<file path="src/rtl/fetch_pkg.sv">
// fetch_pkg: shared state encoding and instruction/PC constants for the fetch stage.
package fetch_pkg;
    typedef enum logic [1:0] {FETCH, VALID, HALT} state_t;
    localparam logic [31:0] INSTR_EBREAK = 32'h0010_0073;
    localparam logic [31:0] INSTR_NOP    = 32'h0000_0013;
    localparam logic [31:0] PC_STEP      = 32'd4;
endpackage

</file>
<file path="src/rtl/fetch_imm_split.sv">
// fetch_imm_split: extracts raw I-type and B-type immediate fields from an instruction word.
module fetch_imm_split (
    input  logic [31:0] i_instr,
    output logic [11:0] o_i_imm,
    output logic [11:0] o_b_imm
);
    assign o_i_imm = i_instr[31:20];
    assign o_b_imm = {i_instr[31], i_instr[7], i_instr[30:25], i_instr[11:8]};
endmodule

</file>
<file path="src/rtl/instr_fetch.sv">
// instr_fetch: single-outstanding instruction fetch with one held instruction,
// branch redirect, misaligned-target flag and terminal halt on EBREAK.
module instr_fetch
    import fetch_pkg::*;
#(
    parameter logic [31:0] RESET_PC       = 32'h0000_0000,
    parameter bit          HALT_ON_EBREAK = 1'b1
) (
    input  logic        clk,
    input  logic        rst_n,
    output logic        imem_req,
    output logic [31:0] imem_addr,
    input  logic        imem_ack,
    input  logic [31:0] imem_rdata,
    input  logic        stall,
    input  logic        branch_taken,
    input  logic [31:0] branch_offset,
    output logic [31:0] pc,
    output logic [31:0] instr,
    output logic        instr_valid,
    output logic [11:0] I_immediate,
    output logic [11:0] B_immediate,
    output logic        halted,
    output logic        misalign_err
);
    state_t      r_state, w_next;
    logic [31:0] r_pc, r_instr, w_sum;
    logic        r_misalign, w_load, w_advance;

    assign w_load    = (r_state == FETCH) && imem_ack;
    assign w_advance = (r_state == VALID) && !stall;
    assign w_sum     = r_pc + (branch_taken ? branch_offset : PC_STEP);

    always_ff @(posedge clk or negedge rst_n) begin
        if (!rst_n) r_state <= FETCH;
        else        r_state <= w_next;
    end

    always_comb begin
        w_next = r_state;
        if (w_load)
            w_next = (HALT_ON_EBREAK && imem_rdata == INSTR_EBREAK) ? HALT : VALID;
        else if (w_advance)
            w_next = FETCH;
    end

    // Misaligned targets are truncated to a word boundary; the flag records that it happened.
    always_ff @(posedge clk or negedge rst_n) begin
        if (!rst_n) begin
            r_pc       <= RESET_PC;
            r_instr    <= INSTR_NOP;
            r_misalign <= 1'b0;
        end else begin
            if (w_load) r_instr <= imem_rdata;
            if (w_advance) begin
                r_pc <= {w_sum[31:2], 2'b00};
                if (|w_sum[1:0]) r_misalign <= 1'b1;
            end
        end
    end

    assign imem_req     = (r_state == FETCH);
    assign imem_addr    = r_pc;
    assign pc           = r_pc;
    assign instr        = r_instr;
    assign instr_valid  = (r_state == VALID);
    assign halted       = (r_state == HALT);
    assign misalign_err = r_misalign;

    fetch_imm_split u_imm (
        .i_instr (r_instr),
        .o_i_imm (I_immediate),
        .o_b_imm (B_immediate)
    );
endmodule

</file>
<file path="config.mk">
export PLATFORM = sky130hd
export DESIGN_NAME = instr_fetch
export DESIGN_NICKNAME = d
export VERILOG_FILES = /design/src/rtl/fetch_pkg.sv /design/src/rtl/fetch_imm_split.sv /design/src/rtl/instr_fetch.sv
export SDC_FILE = /design/constraint.sdc
export NUM_CORES = 1
export LEC_CHECK = 0
export ABC_AREA = 1
export CAP_MARGIN = 10
export CORE_ASPECT_RATIO = 0.5
export CORE_UTILIZATION = 43
export CTS_BUF_LIST = sky130_fd_sc_hd__clkbuf_4
export DETAILED_ROUTE_END_ITERATION = 16
export PLACE_DENSITY = 0.91
export SYNTH_ARGS = -nofsm -noshare
export SYNTH_HDL_FRONTEND = slang
export SYNTH_HIERARCHICAL = 1
export SYNTH_SLANG_ARGS = --single-unit
</file>
<file path="constraint.sdc">
create_clock -name clk -period 2.03 [get_ports clk]
set_clock_uncertainty 0.1 [all_clocks]
set_input_delay 0.406 -clock clk [delete_from_list [all_inputs] [get_ports clk]]
set_output_delay 0.406 -clock clk [all_outputs]
set_load 0.02 [all_outputs]
</file>
## Yosys cells after proc, flatten, opt, wreduce, memory -nomap -nowiden

Index checks and enable logic that the tools add are counted.

- Output and inout bits: 124
- Flip-flop bits (word level): 65
- Bits of input ports: 69
- Word-level logic and storage cells: 19

- Mux-type cells: 4
- Reduce and logical (&&, ||, !) cells: 7
- Add/sub/neg operators: 1
- Equal/unequal tests: 3

Operators by type and width:

| kind | number |
|---|---|
| adder 32 bit | 1 |
| == test 32 x 21 -> 1 bit (second input constant) | 1 |
| two-way mux 32 bit | 1 |
| two-way mux 2 bit | 3 |
| == test 2 x 1 -> 1 bit (second input constant) | 1 |
| == test 2 bit (second input constant) | 1 |
| logical AND 1 bit | 2 |
| zero test 2 bit | 1 |
| AND reduction 2 bit | 1 |
| nonzero test 2 bit | 1 |
| OR reduction 2 bit | 1 |
| zero test 1 bit | 1 |

## Depth between registers and ports, before layout

- Depth after elaboration: 4
- Depth in mapped cells: 15

## Hierarchy

The synthesis kept the hierarchy.

By module, submodules not included:

| module | sequential area each (sq um) | instances | area each (sq um) | cells an instance |
|---|---|---|---|---|
| instr_fetch | 1630.3 | 1 | 5235.0 | 808 |
| fetch_imm_split | 0.0 | 1 | 180.2 | 24 |

## Worst setup path after synthesis

OpenSTA, ideal clock, no wires.

- Path kind: input-to-reg
- Start: input branch_taken
- End: register r_pc[18], in the netlist imem_addr[18]
- Required time: 1.865 ns
- Buffers on the path: 1
- Library setup time: 0.065 ns
- Stages on the path: 15
- Path slack: -0.190 ns
- Arrival time: 2.055 ns
- Cell sequence: clkbuf_1 > nand2_1 > ha_1 > inv_1 > fa_1 > inv_1 > nand3_1 > nand3_1 > nand2_1 > nand2_2 > nand2_1 > nand2_1 > xor2_1 > nand2_1 > nand2_1

- Longest elaborated chain between the ends: 2

Ends and longest elaborated chain:

| element | line | source |
|---|---|---|
| start, declared | instr_fetch.sv:16 | `input logic branch_taken,` |
| two-way mux 32 bit | instr_fetch.sv:32 | `assign w_sum = r_pc + (branch_taken ? branch_offset : PC_STEP);` |
| adder 32 bit | instr_fetch.sv:32 |  |
| end signal, assigned | instr_fetch.sv:56 | `r_pc <= {w_sum[31:2], 2'b00};` |
| end, declared | instr_fetch.sv:27 | `logic [31:0] r_pc, r_instr, w_sum;` |

No other way between the ends.
A chain may end at the register's enable or synchronous reset.

## Worst setup path in the final report

- Start: input branch_offset[13]
- End: register r_pc[24], in the netlist imem_addr[24]

- Longest elaborated chain between the ends: 2

Ends and longest elaborated chain:

| element | line | source |
|---|---|---|
| start, declared | instr_fetch.sv:17 | `input logic [31:0] branch_offset,` |
| two-way mux 32 bit | instr_fetch.sv:32 |  |
| adder 32 bit | instr_fetch.sv:32 |  |

No other way between the ends.

==> impl_metrics.yaml <==
power_and_ir_drop:
  seqPwrFrac_pct: 42.9
  vdd_drop_max_v: 0.000259
  powerDensity_nw_per_um2: 380
  p_clk_share_pct: 27.2
  p_leak_nw: 5.64
  internal_power_mw: 2.04
  power.share.combinational_pct: 29.9
  p_sw_mw: 1.12
  switching_share_pct: 35.5
synth:
  yosys_most_used_dff: "dfrtp_1"
  synth.most_common_cell: "nand2_1"
  synth_top_area_share_pct: 28.7
  syn-instance-count: 832
  synth_seq_area_share_pct: 30.1
  ys_ff_latch: 65
  yosysWarnings: 6
  syn_area_um2: 5420
  synthTopCellsByCount: "312 x nand2_1, 141 x inv_1, 62 x dfrtp_1"
  yosys-top-cells-area: "dfrtp_1 29%, nand2_1 22%, inv_1 9.8%, buf_4 8.0%, ha_1 6.7%"
  ys_types: 36
  synth.largest_area_cell: "dfrtp_1"
  avgSynthCellArea_um2: 6.51
  synth_edf_count: 0
  postSynth.asyncResetShare_pct: 100
job:
  maxCapViolations: 0
cts:
  cts_tree: "yes"
  cts.sinks: 65
  cts_buffers: 9
  cts.htree.levels: 3
  cts.clk_slew.worst_paths_ns: 0.14
  clk_root_buffer_cell: "clkbuf_4"
  clk_path_buf_depth: 2
  clock_latency_ns: 0.44
route:
  drt_drc_violations_left: 0
  drtPass1Iterations: 6
  drt-vias-per-instance: 5.00
  wl_um: 18200
  drt_iter0_drc: 537
  via_count: 5963
  wl_per_cell_um: 15.3
  antenna_left: 0
global_routing:
  grt_max_degree: 66
  grt_overflow: 0
  grt_pass1_vias: 5447
  antenna_found_initial: 0
  grt_pass1_wl_um: 26500
  grt_usage_pct: 25.9
setup_path:
  cp.arrival_ns: 2.38
  path_common_cell: "nand2_1"
  start_kind: "input pin"
  path_buf_inv: 3
  max_stage_delay_ns: 0.41
  rrSetupSlack_ns: -0.04
  cp-endpoint: "imem_addr[24]"
  critPathRequiredTime_ns: 2.29
  critPathCaptureType: "register"
  crit_start: "branch_offset[13]"
  r2r_end: "imem_addr[24]"
  crit_fanout: 4
  worstSetupPathType: "input pin to register"
  r2r_start: "imem_addr[14]"
  critPathTopFamily: "simple AND/OR/NAND/NOR gates"
  worst-path-stages: 14
  r2r_cells: 11
  critPathSlowestCell: "clkdlybuf4s50_1"
  path_cells: "clkdlybuf4s50_1 > nand2_1 > inv_1 > ha_4 > nand2_4 > buf_4 > nor2_4 > nand2_1 > nor2_1 > nand2_1 > nand3_1 > nand2_1 > nand3_2 > nand2_1"
sta:
  setup_tns_ns: -0.0940
  fmax_mhz: 471
  fin_ws_ns: -0.0940
  finalCritPeriodShare_pct: 105
  slew_violations: 0
  setup_viol: 1
  hold_viol_final: 0
  slew_headroom_pct: 47.1
  period_minus_slack_ns: 2.12
  tightest_slew_ns: 0.792
  rsz0062_at_grt: "yes"
  whs_ns: 0.368
outcome:
  violations: "setup timing"
  status: "finished with violations"
floorplanning:
  dieArea_um2: 13100
  initial_core_util_pct: 44.9
  fp.coreArea_um2: 12100
  die_h_um: 81.4
  placementRows: 28
  ioPinCount: 193
  fp.dieW_um: 161
placement:
  place_hpwl_um: 12600
  dp_cells: 1168
  portBuffers: 188
  gp_congestion: 0.950
  post-place-ws_ns: -0.726
final_layout:
  final_layout_size_suffix_gt1_share_pct: 19.6
  nets: 1122
  n_antenna_cell: 0
  final_cells: 1193
  area_growth_pct: 53.7
min_path:
  holdCritPathClass: "input pin to register"
  holdPathStages: 6
[sequential cells by signal, indices dropped and copies added (netlist names)]
name and count:
misalign_err 1, imem_addr 30, r_state 2, instr 32
[power groups by stage]
stage | combinational (mW) | sequential [mW] | clock (mW)
after floorplan | 0.402 | 1.40 | 0
after global routing | 1.02 | 1.36 | 0.913
final | 0.947 | 1.36 | 0.861
after global placement | 0.817 | 1.38 | 0
after CTS | 0.847 | 1.35 | 0.861
after detailed placement | 0.832 | 1.38 | 0
[tightest hold or removal path, stage by stage]
cell and delay [ns]:
dlymetal6s2s_1 0.12, inv_2 0.06, nand2_4 0.07, ha_4 0.11
nand2_1 0.04, nand2_1 0.06
[metrics by stage]
stage               power (mW)  utilization (%)  area, um^2
finish                    3.17             69.1        8330
global route              3.29             69.1        8330
floorplan                 1.81                -        5470
detailed placement        2.21             62.0        7470
global placement          2.19             62.0        7470
CTS                       3.06             63.6        7670
[cells in the final DEF, fill, tap and decap left out, drive strengths merged]
master | synthesis | final
o21ai | 38 | 38
nor2 | 51 | 51
nor3 | 2 | 2
a21o | 1 | 1
clkinvlp | 0 | 2
dlymetal6s2s | 0 | 71
dfstp | 3 | 3
dlygate4sd3 | 0 | 1
or2 | 1 | 1
nand2 | 324 | 324
nand4 | 11 | 11
conb | 1 | 4
fa | 1 | 1
dlygate4sd2 | 0 | 37
dfrtp | 62 | 62
clkbuf | 5 | 10
ha | 29 | 29
nor4 | 2 | 2
clkinv | 1 | 4
a21oi | 21 | 21
clkdlybuf4s50 | 0 | 77
and2 | 3 | 3
xnor2 | 11 | 11
nand3 | 40 | 40
buf | 67 | 62
nand3b | 5 | 5
o21bai | 4 | 4
xor2 | 3 | 3
inv | 146 | 148
[timing repair]
action,CTS,global route
pin swaps,5,21
buffers inserted,2,5
hold buffers,1,0
gates resized for setup,55,161
setup endpoints to repair,65,92
cloned,1,0
hold endpoints to repair,62,0
[metal layers]
metal	wire length (um)	vias to the layer above	GRT usage, %
met5	0	-	0
met4	277	0	4.81
met3	1370	30	5.21
met2	8690	278	45.0
met1	7860	2807	33.8
li1	-	2848	-
[worst min path at each step]
stage                          start            end
floorplan                      rst_n  imem_addr[10]
global placement               rst_n      instr[29]
detailed placement             rst_n      instr[29]
CTS                         instr[4]       instr[4]
global route        branch_offset[2]   imem_addr[2]
finish              branch_offset[2]   imem_addr[2]
[cells by family (layout without fill, tap and decap cells)]
| kind of cell | Yosys count | in the layout | share of synthesized area, % |
|---|---|---|---|
| AO/OA/AOI/OAI | 64 | 64 | 6.42 |
| XOR/XNOR | 14 | 14 | 2.26 |
| adder cells (fa/ha/maj) | 30 | 30 | 7.07 |
| buffers and inverters | 219 | 412 | 19.4 |
| flip-flops | 65 | 65 | 30.1 |
| other | 1 | 4 | 0.0692 |
| AND/OR/NAND/NOR | 439 | 439 | 34.7 |
[final cells by class]
type                            count  area, um^2
Inverter                          147         552
Clock buffer                        9        67.6
Fill cell                         933        3730
Sequential cell                    65        1630
Multi-Input combinational cell    551        3300
Timing Repair Buffer              249        2520
Tap cell                          165         206
Clock inverter                      7        53.8
No activity file was read; power rests on OpenSTA's default activity.
==> RTL change, RTL diff (same flow settings) <==
The parameter `HALT_ON_EBREAK` goes from 1'b1 to 1'b0.
--- a/src/rtl/instr_fetch.sv
+++ b/src/rtl/instr_fetch.sv
@@ -4,7 +4,7 @@
     import fetch_pkg::*;
 #(
     parameter logic [31:0] RESET_PC       = 32'h0000_0000,
-    parameter bit          HALT_ON_EBREAK = 1'b1
+    parameter bit          HALT_ON_EBREAK = 1'b0
 ) (
     input  logic        clk,
     input  logic        rst_n,
Formal check against the unedited RTL: not equivalent (Yosys sat finds a counterexample within 4 cycles, from zero or initial values and one cycle with rst_n low).
==> RTL change against the original RTL <==
- the run still ends with setup timing left
- cell area fell by 1.1%
- maximum frequency fell by 1.7%
- sequential cell count fell by 1
- routed wire length fell by 3.4%
- synthesized area fell by 3.6%
- setup slack got worse by 0.036 ns
- first-iteration DRC count fell by 30%
Power is left out: it rests on default switching activity, and per cell area and clock period it moved more than threefold.
==> RTL change: results (changes against the original RTL) <==
[run_status]
status = complete, but fails checks
violations = setup timing

[global_routing]
met1_usage_pct = 32.9  ; -0.91 points
first_global_vias = 5106  ; -6.3%
grtUsageMet2_pct = 42.6  ; -2.5 points
grt_use_met3_pct = 5.92  ; +0.71 points
grt_use_total_pct = 25.4  ; -0.51 points
grt_pass1_wl_mm = 24.7  ; -6.7%
grt_max_degree = 26  ; -61%
antenna_found_initial = 0  ; unchanged

[clocking]
cts_root_buf = clkbuf_4
path_clk_slew_ns = 0.13
cts_buffers = 9  ; unchanged
clock_latency_ns = 0.43
cts_max_level = 3  ; unchanged

[layout]
largest_reg_flops = 32  ; unchanged
n_antenna_cell = 0  ; unchanged
final_nets = 1072  ; -4.5%
fill_cells = 925  ; -0.86%
drive_gt1_share_pct = 25.7  ; +6.0 points

[drt]
first_pass_iters = 5  ; -1
routed.top_layer = met4
vias = 5728  ; -3.9%
drt_iter0_drc = 378  ; -30%
wirelength_mm = 17.6  ; -3.4%
wl_met2_mm = 8.26  ; -4.9%
wl_met3_mm = 1.63  ; +19%
wl_met1_mm = 7.30  ; -7.2%
vias_per_cell = 5.01  ; +0.26%

[sta]
timing.hold.ws_ns = 0.317  ; -0.0509 ns
layout_setup_ws_ns = -0.130  ; -0.0363 ns
setup_viol_count_final = 8  ; +7
hold_viol = 0  ; unchanged
fin_tns_setup_ns = -0.297  ; -0.203 ns

[placement]
dp_hpwl_mm = 12.7  ; +0.42%
io_buffers = 187  ; -0.53%
gp_congestion = 0.936  ; -1.5%
post_dp_cell_area_mm2 = 0.00748  ; +0.17%
place_ws_ns = -0.819  ; -0.0933 ns

[yosys]
synthTopCellsByCount = nand2_1, inv_1, dfrtp_1
yosysWarnings = 6  ; unchanged
synth.area.top_cells = dfrtp_1, nand2_1, buf_4
yosysSeqAreaShare_pct = 30.8  ; +0.65 points
synth_top_cell_by_area = dfrtp_1
ys_types = 32  ; -11%
syn_area_per_cell_um2 = 6.93  ; +6.5%

[critical_path]
crit-reg2reg-launch = imem_addr[2]$_DFFE_PN0P_
crit_path_max_fanout = 4  ; unchanged
cp_slowest_stage_delay_ns = 0.49  ; +0.08 ns
cpMaxStageDelayCell = clkdlybuf4s50_1
rr_endpoint = imem_addr[18]$_DFFE_PN0P_
reg2regPathDepth = 12  ; +1
reg2reg_setup_slack_ns = 0.02  ; +0.06 ns

[floorplan]
design.die.area_mm2 = 0.0126  ; -3.6%

[min_path]
worstHoldPathType = input port to asynchronous set/reset pin

## RTL change: how the worst max path moves through the flow
stage                      start                        end  slack, ns  depth (start not counted)
3_3_place_gp        branch_taken  imem_addr[30]$_DFFE_PN0P_      -0.73                         15
6_report       branch_offset[18]  imem_addr[28]$_DFFE_PN0P_      -0.13                         12
4_1_cts         branch_offset[2]  imem_addr[18]$_DFFE_PN0P_      -0.03                         15
3_5_place_dp        branch_taken  imem_addr[11]$_DFFE_PN0P_      -0.82                         14
2_1_floorplan       branch_taken  imem_addr[12]$_DFFE_PN0P_       0.02                         11
5_1_grt        branch_offset[18]  imem_addr[28]$_DFFE_PN0P_      -0.13                         12
## RTL change: critical path: cells and delay by family
family / cells / cell delay, ns
buffers and inverters: 3 / 0.63
AND/OR/NAND/NOR: 6 / 0.61
AO/OA/AOI/OAI: 2 / 0.42
adder cells (fa/ha/maj): 1 / 0.31
## RTL change: cell type report
type / instances / area, um^2 / area share, %
Inverter: 123 / 462 / 5.61
Multi-Input combinational cell: 499 / 3220 / 39.2
Timing Repair Buffer: 276 / 2600 / 31.6
Sequential cell: 64 / 1610 / 19.5
Clock buffer: 10 / 75.1 / 0.912
Clock inverter: 6 / 61.3 / 0.745
Tap cell: 165 / 206 / 2.51
## RTL change: cells by family (layout without fill, tap and decap cells)
family	count (synthesis)	in the layout	share of synthesized area, %
fa+ha+maj	30	30	7.34
flops	64	64	30.8
compound gates	48	48	5.25
xor+xnor	11	11	1.85
other cells	1	5	0.0719
mux	32	32	6.90
buf+inv	194	415	18.4
simple gates	373	373	29.5
## RTL change: timing repair
action | in CTS | in global routing
hold buffers | 1 | 0
endpoints found under the setup margin | 77 | 52
cloned | 0 | 1
endpoints found under the hold margin | 12 | 0
buffers inserted | 4 | 2
resized for setup | 76 | 113
pin swaps | 5 | 17
